<file path="config.mk">
export PLATFORM = sky130hd
export DESIGN_NAME = multicycle_ctrl_flat
export DESIGN_NICKNAME = d
export VERILOG_FILES = /design/src/rtl/rv_ctrl_pkg.sv /design/src/rtl/multicycle_ctrl_if.sv /design/src/rtl/multicycle_ctrl_mem_timeout.sv /design/src/rtl/multicycle_ctrl.sv /design/src/flat_wrapper.sv
export SDC_FILE = /design/constraint.sdc
export NUM_CORES = 1
export LEC_CHECK = 0
export ABC_AREA = 1
export CORE_UTILIZATION = 38
export CTS_CLUSTER_SIZE = 28
export DETAILED_ROUTE_END_ITERATION = 10
export PLACE_DENSITY = 0.6
export SETUP_SLACK_MARGIN = 0.05
export SLEW_MARGIN = 20
export SYNTH_ARGS = -nofsm -noshare
export SYNTH_HDL_FRONTEND = slang
export SYNTH_SLANG_ARGS = --single-unit
</file>
<file path="constraint.sdc">
create_clock -name clk -period 3.6 [get_ports clk]
set_clock_uncertainty 0.15 [all_clocks]
set_input_delay 0.72 -clock clk [delete_from_list [all_inputs] [get_ports clk]]
set_output_delay 0.72 -clock clk [all_outputs]
set_load 0.05 [all_outputs]
</file>
<file path="src/rtl/rv_ctrl_pkg.sv">
// Shared definitions for the RV32I multi-cycle sequencer: FSM states,
// major opcodes and the writeback / next-PC mux encodings.
`timescale 1ns/1ps
package rv_ctrl_pkg;

    typedef enum logic [2:0] {
        ST_FETCH  = 3'd0,
        ST_DECODE = 3'd1,
        ST_EXEC   = 3'd2,
        ST_MEM    = 3'd3,
        ST_WB     = 3'd4,
        ST_HALT   = 3'd5
    } state_t;

    localparam logic [6:0] OPC_LUI    = 7'b0110111;
    localparam logic [6:0] OPC_AUIPC  = 7'b0010111;
    localparam logic [6:0] OPC_JAL    = 7'b1101111;
    localparam logic [6:0] OPC_JALR   = 7'b1100111;
    localparam logic [6:0] OPC_BRANCH = 7'b1100011;
    localparam logic [6:0] OPC_LOAD   = 7'b0000011;
    localparam logic [6:0] OPC_STORE  = 7'b0100011;
    localparam logic [6:0] OPC_OPIMM  = 7'b0010011;
    localparam logic [6:0] OPC_OP     = 7'b0110011;
    localparam logic [6:0] OPC_SYSTEM = 7'b1110011;

    localparam logic [1:0] WB_ALU  = 2'b00;
    localparam logic [1:0] WB_LOAD = 2'b01;
    localparam logic [1:0] WB_PC4  = 2'b10;
    localparam logic [1:0] WB_IMM  = 2'b11;

    localparam logic [1:0] PCSEL_PC4    = 2'b00;
    localparam logic [1:0] PCSEL_BRANCH = 2'b01;
    localparam logic [1:0] PCSEL_JALR   = 2'b10;

    // SYSTEM counts as legal here; it halts cleanly rather than with an error.
    function automatic logic opcode_legal(input logic [6:0] opc);
        logic legal;
        case (opc)
            OPC_LUI, OPC_AUIPC, OPC_JAL, OPC_JALR, OPC_BRANCH,
            OPC_LOAD, OPC_STORE, OPC_OPIMM, OPC_OP, OPC_SYSTEM: legal = 1'b1;
            default:                                            legal = 1'b0;
        endcase
        return legal;
    endfunction

endpackage

</file>
<file path="src/rtl/multicycle_ctrl_if.sv">
// Control bundle between the sequencer and the datapath / shared memory port.
`timescale 1ns/1ps
interface multicycle_ctrl_if;

    logic [6:0]  opcode;
    logic [2:0]  funct3;
    logic        branch_taken;
    logic        mem_ready;

    logic        mem_req;
    logic        mem_we;
    logic        mem_addr_sel;
    logic        ir_we;
    logic        pc_we;
    logic [1:0]  pc_sel;
    logic        alu_a_pc;
    logic        alu_b_imm;
    logic        rf_we;
    logic [1:0]  wb_sel;
    logic        halted;
    logic        err;
    logic [31:0] instret;

    modport master (
        input  opcode, funct3, branch_taken, mem_ready,
        output mem_req, mem_we, mem_addr_sel, ir_we, pc_we, pc_sel,
               alu_a_pc, alu_b_imm, rf_we, wb_sel, halted, err, instret
    );

    modport slave (
        output opcode, funct3, branch_taken, mem_ready,
        input  mem_req, mem_we, mem_addr_sel, ir_we, pc_we, pc_sel,
               alu_a_pc, alu_b_imm, rf_we, wb_sel, halted, err, instret
    );

endinterface

</file>
<file path="src/rtl/multicycle_ctrl_mem_timeout.sv">
// Watchdog on the shared memory port: counts unanswered request cycles and
// flags the cycle whose increment would reach TIMEOUT.
`timescale 1ns/1ps
module mem_timeout #(
    parameter int TIMEOUT = 255,
    parameter int CNT_W   = 8
) (
    input  logic clk,
    input  logic rst_n,
    input  logic clear,
    input  logic inc,
    output logic expired
);

    logic [CNT_W-1:0] count;

    always_ff @(posedge clk or negedge rst_n) begin
        if (!rst_n) begin
            count <= '0;
        end else if (clear) begin
            count <= '0;
        end else if (inc) begin
            count <= count + CNT_W'(1);
        end
    end

    // A completion in this cycle suppresses inc, so it always beats the timeout.
    assign expired = inc && (count == CNT_W'(TIMEOUT - 1));

endmodule

</file>
<file path="src/rtl/multicycle_ctrl.sv">
// Multi-cycle FETCH/DECODE/EXEC/MEM/WB sequencer for the RV32I core, with a
// memory watchdog, clean/error halt and a retired-instruction counter.
`timescale 1ns/1ps
module multicycle_ctrl
    import rv_ctrl_pkg::*;
#(
    parameter int TIMEOUT = 255,
    parameter int CNT_W   = 8
) (
    input  logic              clk,
    input  logic              rst_n,
    multicycle_ctrl_if.master bus
);

    state_t      state_q;
    state_t      state_d;
    logic        halt_err_d;
    logic        err_q;
    logic [31:0] instret_q;
    logic        waiting;
    logic        tmo_clear;
    logic        expired;
    logic        unused_funct3;

    // funct3 is carried for future decode refinement; no step depends on it yet.
    assign unused_funct3 = ^bus.funct3;

    assign waiting   = ((state_q == ST_FETCH) || (state_q == ST_MEM)) && !bus.mem_ready;
    assign tmo_clear = !waiting;

    mem_timeout #(
        .TIMEOUT (TIMEOUT),
        .CNT_W   (CNT_W)
    ) u_mem_timeout (
        .clk     (clk),
        .rst_n   (rst_n),
        .clear   (tmo_clear),
        .inc     (waiting),
        .expired (expired)
    );

    always_ff @(posedge clk or negedge rst_n) begin
        if (!rst_n) begin
            state_q   <= ST_FETCH;
            err_q     <= 1'b0;
            instret_q <= '0;
        end else begin
            state_q <= state_d;
            if ((state_q != ST_HALT) && (state_d == ST_HALT)) begin
                err_q <= halt_err_d;
            end
            // Every retirement updates the PC exactly once, so pc_we marks it.
            if (bus.pc_we) begin
                instret_q <= instret_q + 32'd1;
            end
        end
    end

    always_comb begin
        state_d    = state_q;
        halt_err_d = 1'b0;
        case (state_q)
            ST_FETCH: begin
                if (bus.mem_ready) begin
                    state_d = ST_DECODE;
                end else if (expired) begin
                    state_d    = ST_HALT;
                    halt_err_d = 1'b1;
                end
            end
            ST_DECODE: begin
                if (!opcode_legal(bus.opcode)) begin
                    state_d    = ST_HALT;
                    halt_err_d = 1'b1;
                end else if (bus.opcode == OPC_SYSTEM) begin
                    state_d = ST_HALT;
                end else begin
                    state_d = ST_EXEC;
                end
            end
            ST_EXEC: begin
                case (bus.opcode)
                    OPC_LOAD, OPC_STORE: state_d = ST_MEM;
                    OPC_BRANCH:          state_d = ST_FETCH;
                    default:             state_d = ST_WB;
                endcase
            end
            ST_MEM: begin
                if (bus.mem_ready) begin
                    state_d = (bus.opcode == OPC_STORE) ? ST_FETCH : ST_WB;
                end else if (expired) begin
                    state_d    = ST_HALT;
                    halt_err_d = 1'b1;
                end
            end
            ST_WB:   state_d = ST_FETCH;
            ST_HALT: state_d = ST_HALT;
            default: begin
                state_d    = ST_HALT;
                halt_err_d = 1'b1;
            end
        endcase
    end

    // Strobes are gated by rst_n so an in-flight access is dropped the moment reset lands.
    always_comb begin
        bus.mem_req      = 1'b0;
        bus.mem_we       = 1'b0;
        bus.mem_addr_sel = 1'b0;
        bus.ir_we        = 1'b0;
        bus.pc_we        = 1'b0;
        bus.pc_sel       = PCSEL_PC4;
        bus.alu_a_pc     = 1'b0;
        bus.alu_b_imm    = 1'b0;
        bus.rf_we        = 1'b0;
        bus.wb_sel       = WB_ALU;
        bus.halted       = 1'b0;
        if (rst_n) begin
            case (state_q)
                ST_FETCH: begin
                    bus.mem_req = 1'b1;
                    bus.ir_we   = bus.mem_ready;
                end
                ST_EXEC: begin
                    case (bus.opcode)
                        OPC_OPIMM, OPC_LOAD, OPC_STORE: bus.alu_b_imm = 1'b1;
                        OPC_AUIPC: begin
                            bus.alu_a_pc  = 1'b1;
                            bus.alu_b_imm = 1'b1;
                        end
                        OPC_BRANCH: begin
                            bus.pc_we  = 1'b1;
                            bus.pc_sel = bus.branch_taken ? PCSEL_BRANCH : PCSEL_PC4;
                        end
                        default: ;
                    endcase
                end
                ST_MEM: begin
                    bus.mem_req      = 1'b1;
                    bus.mem_addr_sel = 1'b1;
                    bus.mem_we       = (bus.opcode == OPC_STORE);
                    bus.alu_b_imm    = 1'b1;
                    bus.pc_we        = bus.mem_ready && (bus.opcode == OPC_STORE);
                end
                ST_WB: begin
                    bus.rf_we = 1'b1;
                    bus.pc_we = 1'b1;
                    case (bus.opcode)
                        OPC_LOAD: bus.wb_sel = WB_LOAD;
                        OPC_LUI:  bus.wb_sel = WB_IMM;
                        OPC_JAL: begin
                            bus.wb_sel = WB_PC4;
                            bus.pc_sel = PCSEL_BRANCH;
                        end
                        OPC_JALR: begin
                            bus.wb_sel    = WB_PC4;
                            bus.pc_sel    = PCSEL_JALR;
                            bus.alu_b_imm = 1'b1;
                        end
                        default: bus.wb_sel = WB_ALU;
                    endcase
                end
                ST_HALT: bus.halted = 1'b1;
                default: ;
            endcase
        end
    end

    assign bus.err     = err_q;
    assign bus.instret = instret_q;

endmodule

</file>
<file path="src/flat_wrapper.sv">
// flat-port wrapper written by rule: the top's interface ports become plain ports
module multicycle_ctrl_flat import rv_ctrl_pkg::*;
#(
    parameter int TIMEOUT = 255,
    parameter int CNT_W   = 8
)
  (clk, rst_n, bus_opcode, bus_funct3, bus_branch_taken, bus_mem_ready, bus_mem_req, bus_mem_we, bus_mem_addr_sel, bus_ir_we, bus_pc_we, bus_pc_sel, bus_alu_a_pc, bus_alu_b_imm, bus_rf_we, bus_wb_sel, bus_halted, bus_err, bus_instret);
  multicycle_ctrl_if bus_i ();
  input  logic clk;
  input  logic rst_n;
  input wire logic [$bits(bus_i.opcode)-1:0] bus_opcode;
  input wire logic [$bits(bus_i.funct3)-1:0] bus_funct3;
  input wire logic [$bits(bus_i.branch_taken)-1:0] bus_branch_taken;
  input wire logic [$bits(bus_i.mem_ready)-1:0] bus_mem_ready;
  output wire logic [$bits(bus_i.mem_req)-1:0] bus_mem_req;
  output wire logic [$bits(bus_i.mem_we)-1:0] bus_mem_we;
  output wire logic [$bits(bus_i.mem_addr_sel)-1:0] bus_mem_addr_sel;
  output wire logic [$bits(bus_i.ir_we)-1:0] bus_ir_we;
  output wire logic [$bits(bus_i.pc_we)-1:0] bus_pc_we;
  output wire logic [$bits(bus_i.pc_sel)-1:0] bus_pc_sel;
  output wire logic [$bits(bus_i.alu_a_pc)-1:0] bus_alu_a_pc;
  output wire logic [$bits(bus_i.alu_b_imm)-1:0] bus_alu_b_imm;
  output wire logic [$bits(bus_i.rf_we)-1:0] bus_rf_we;
  output wire logic [$bits(bus_i.wb_sel)-1:0] bus_wb_sel;
  output wire logic [$bits(bus_i.halted)-1:0] bus_halted;
  output wire logic [$bits(bus_i.err)-1:0] bus_err;
  output wire logic [$bits(bus_i.instret)-1:0] bus_instret;
  assign bus_i.opcode = bus_opcode;
  assign bus_i.funct3 = bus_funct3;
  assign bus_i.branch_taken = bus_branch_taken;
  assign bus_i.mem_ready = bus_mem_ready;
  assign bus_mem_req = bus_i.mem_req;
  assign bus_mem_we = bus_i.mem_we;
  assign bus_mem_addr_sel = bus_i.mem_addr_sel;
  assign bus_ir_we = bus_i.ir_we;
  assign bus_pc_we = bus_i.pc_we;
  assign bus_pc_sel = bus_i.pc_sel;
  assign bus_alu_a_pc = bus_i.alu_a_pc;
  assign bus_alu_b_imm = bus_i.alu_b_imm;
  assign bus_rf_we = bus_i.rf_we;
  assign bus_wb_sel = bus_i.wb_sel;
  assign bus_halted = bus_i.halted;
  assign bus_err = bus_i.err;
  assign bus_instret = bus_i.instret;
  multicycle_ctrl #(.TIMEOUT(TIMEOUT), .CNT_W(CNT_W)) u_core (.clk(clk), .rst_n(rst_n), .bus(bus_i));
endmodule
</file>
After elaboration in Yosys (flattened, before gate mapping)
Index checks and enable logic that the tools add are counted.

storage, ports and cells
  register bits = 44
  input bits = 14

operators by class
  add/sub/neg operators = 2
  reductions and logical operators = 13
  eq/ne operators = 18
  mux-type cells = 45

operator list
  cell                   number
  $add 32x1->32 const B  1
  $eq 7x7->1 const B     4
  $mux 1                 26
  $eq 7x6->1 const B     3
  $mux 3                 6
  $pmux 3 s5             1
  $eq 7x5->1 const B     2
  $reduce_or 10->1       1
  $eq 3x3->1 const B     3
  $pmux 1 s3             3
  $add 8x1->8 const B    1
  $eq 8x8->1 const B     1
  $mux 2                 4
  $mux 8                 1
  $pmux 2 s2             2
  $eq 7x2->1 const B     1
  $eq 3x2->1 const B     2
  $pmux 2 s3             1
  $pmux 3 s2             1
  $reduce_or 2->1        3
  $logic_and 1x1->1      4
  $reduce_or 4->1        1
  $eq 3x1->1 const B     1
  $logic_not 3->1        1
  4 further kinds        4

Depth between registers and ports, before layout
  depth in word-level cells = 9
  mapped depth = 12

By module
A second synthesis with hierarchy kept.

unflattened totals
  cell total of the unflattened synthesis = 421
  area total of the unflattened synthesis = 2995.4 µm²

by module, submodules not included
  module           area each (µm²)  seq. area each (µm²)  cells an instance  times used
  multicycle_ctrl  2521.2           900.9                 357                1
  mem_timeout      474.2            200.2                 64                 1

Worst setup path before layout
Ideal clock, no wire load.

  path kind = input to output
  from = in bus_opcode[4]
  to = out bus_pc_sel[0]
  buffers on the path = 0
  data arrival time = 2.561 ns
  data required time = 2.730 ns
  slack = 0.169 ns
  stages on the path = 7
  cells stage by stage = inv_1 nand2_1 nor2_1 nand3_1 inv_1 nand3_1 a221oi_1

between the ends
  cells in the longest elaborated chain, start to end = 4
  elaborated cells on any way between the ends = 7
  classes of those cells = eq/ne (3); mux (4)

ends and longest elaborated chain
  element                               line                                            source
  start, declared                       flat_wrapper.sv:11                              input wire logic [$bits(bus_i.opcode)-1:0] bus_opcode;
  $eq 7x7->1, on equally long branches  multicycle_ctrl.sv:148, multicycle_ctrl.sv:125
  $pmux 2 s2 or $mux 2 (tied branches)  multicycle_ctrl.sv:148, multicycle_ctrl.sv:125
  $pmux 2 s2 (*)                        multicycle_ctrl.sv:119                          case (state_q)
  $mux 2 (*)                            multicycle_ctrl.sv:118                          if (rst_n) begin
  end, declared                         flat_wrapper.sv:20                              output wire logic [$bits(bus_i.pc_sel)-1:0] bus_pc_sel;

Mark *: on every way between the ends. The rest lies on a longest branch, timed or not.

Worst setup path after layout
  from = in bus_opcode[6]
  to = out bus_pc_sel[0]

The elaborated chain is that of the path after synthesis.

==> out/qor.csv <==
metric,value,unit
Worst setup SP type,input pin,
largest net degree at the start of global routing,47,
Post-CTS Hold Buffers,0,
Initial DRC Count,196,
Sw Share,0.224,
status,"finished, final reports clean",
Synth Flop Type,dfrtp_1,
average vias per placed instance,4.88,
first-pass GRT wire length,12400,um
synthesis-stage register bit count,44,
Max IR drop VDD,0.122,mV
synthesis-to-layout area growth,27.9,%
slew margin rel.,0.598,
Die Wd,89.6,um
FMAX,0.300,GHz
Antenna Violating Nets Remaining,0,
Crit Path Max Fanout,5,
Final setup viols,0,
final hold violations,0,
routed vias,2823,
"Reg clk slew, reported paths",0.09,ns
clock net sink count,44,
RSZ-0062 raised after global routing,no,
Core ar.,7330,um^2
initial antenna violation count,0,
Die Y,89.6,um
hpwl dp,5960,um
PD cells,248,nW/um^2
Resized cells post-CTS,0,
H-tree depth,2,
clk_lat worst skew,0.30,ns
Residual DRC,0,
nets,495,
Synth area leader,dfrtp_1,
Final Max Slew Viols,0,
mapped cell area,2920,um^2
Critical Path AT,2.46,ns
Netlist cell types,34,
logic gate share of total power,0.054,
Final GP Congestion,0.977,
CTS tree,yes,
share of cells above drive strength 1,0.0877,
DR pass1 iterations,5,
Yosys warning total,0,
clock share of power,0.410,
Root Driver,clkbuf_8,
Synth top area share,0.377,
crit path capture type,output port,
total CTS buffers,5,
Worst Path Required,2.73,ns
Post-CTS Setup Inserts,0,
Hold Crit Class,flop to flop,
most numerous cell in the Yosys netlist,nand2_1,
vias in the first global route,2552,
Setup Total Neg Slack,0,ns
Post-Syn Instances,416,
drt wl/cell,13.2,um
Post-synth EDFFs,0,
sequential share of power,0.536,
P_int,0.717,mW
Max-Cap Viols,0,
final core occ,0.509,
Clock Path Buffers,2,
"Remaining Overflow, GRT",0,
worst-margin pin slew,0.603,ns
Synth async-reset ratio,1.00,
register area share after synthesis,0.377,
total track usage,0.203,
Tmin final,3.33,ns
final wirelength,7620,um
average size of a mapped cell,7.01,um^2
diode count,0,
Initial Utilization,0.398,
switching pwr,0.207,mW
Final Cycle Share,0.925,
Die ar.,8030,um^2
Area contributors post-synth,"dfrtp_1, nand2_1, nor2_1, xor2_1, inv_1",
port buffer count,56,
Static Leakage,1.67,nW
I/O pins,60,
critical path type,input pin to output port,
Post-Syn Nets,433,
Commonest cells post-synth,"nand2_1, nor2_1, dfrtp_1, inv_1, nor3_1",
Row Count,31,
-- routing by layer --
layer  share of wire  track usage  vias up  wire (um)
li1                -            -     1441          -
met1            0.54        0.325     1290       4090
met2            0.41        0.280       86       3110
met3           0.044       0.0302        6        336
met4           0.010       0.0534        0         77
met5               0            0        -          0
-- metrics by stage --
| stage | hold WS [ns] | area, um^2 | worst slack (ns) | instances | power, mW |
|---|---|---|---|---|---|
| after global routing | 0.379 | 3730 | 0.105 | 578 | 0.969 |
| after CTS | 0.344 | 3730 | 0.205 | 578 | 0.940 |
| after floorplan | 0.274 | 2920 | 0.169 | 416 | 0.524 |
| final | 0.330 | 3730 | 0.270 | 578 | 0.924 |
| after global placement | 0.305 | 3620 | 0.215 | 570 | 0.555 |
| after detailed placement | 0.323 | 3620 | 0.212 | 570 | 0.555 |
-- cells by family after synthesis --
logic type | share of synthesized area
compound gates | 0.0558
xor+xnor | 0.0892
fa+ha+maj | 0.0129
buf+inv | 0.0810
flops | 0.377
simple gates | 0.384
-- worst paths after layout --
check | startpoint | end | slack, ns | cells after the start
max | bus_opcode[6] | bus_pc_sel[0] | 0.27 | 9
min | u_core.bus.err | u_core.bus.err | 0.33 | 2
max reg2reg | u_core.bus.instret[0] | u_core.bus.instret[26] | 1.43 | 9
min reg2reg | u_core.bus.err | u_core.bus.err | 0.33 | 2
max in group asynchronous | rst_n | u_core.bus.instret[20] | 2.51 | 2
min in group asynchronous | rst_n | u_core.state_q[0] | 0.37 | 2
-- power by group through the flow --
stage | combinational (mW) | sequential, mW | clock, mW
finish | 0.0496 | 0.495 | 0.379
floorplan | 0.0152 | 0.509 | 0
detailed placement | 0.0501 | 0.505 | 0
CTS | 0.0503 | 0.495 | 0.395
global placement | 0.0499 | 0.505 | 0
global route | 0.0554 | 0.496 | 0.418
-- registers in the layout (all words and copies together), names as in the netlist --
name / count
u_core.u_mem_timeout.count: 8
u_core.state_q: 3
u_core.bus.instret: 32
u_core.bus.err: 1
-- worst max-delay path: stages --
cell	delay (ns)
clkdlybuf4s50_1	0.57
inv_2	0.09
nor2_2	0.19
nand3_1	0.13
inv_1	0.10
nand3_1	0.09
a221oi_1	0.27
buf_4	0.17
buf_12	0.12
-- cell type report --
| class | count | area, um^2 |
|---|---|---|
| Clock buffer | 6 | 72.6 |
| Clock inverter | 2 | 35.0 |
| Fill cell | 741 | 3600 |
| Inverter | 49 | 186 |
| Multi-Input combinational cell | 318 | 1580 |
| Sequential cell | 44 | 1100 |
| Tap cell | 99 | 124 |
| Timing Repair Buffer | 60 | 631 |
-- cells in the final DEF (no fill, tap or decap), drive strengths merged, types with 2 or more instances in the layout --
cell type,netlist,final
xor2,23,23
dfrtp,44,44
nor3,29,29
a21oi,6,6
inv,48,48
and3,4,4
nand4,3,3
nor2,62,62
ha,3,3
o221ai,2,2
nand2,129,129
nand3,29,29
clkdlybuf4s50,0,43
buf,5,17
o21ai,16,16
clkinv,1,2
xnor2,5,5
clkbuf,0,6
(Power assumes the default switching activity.)
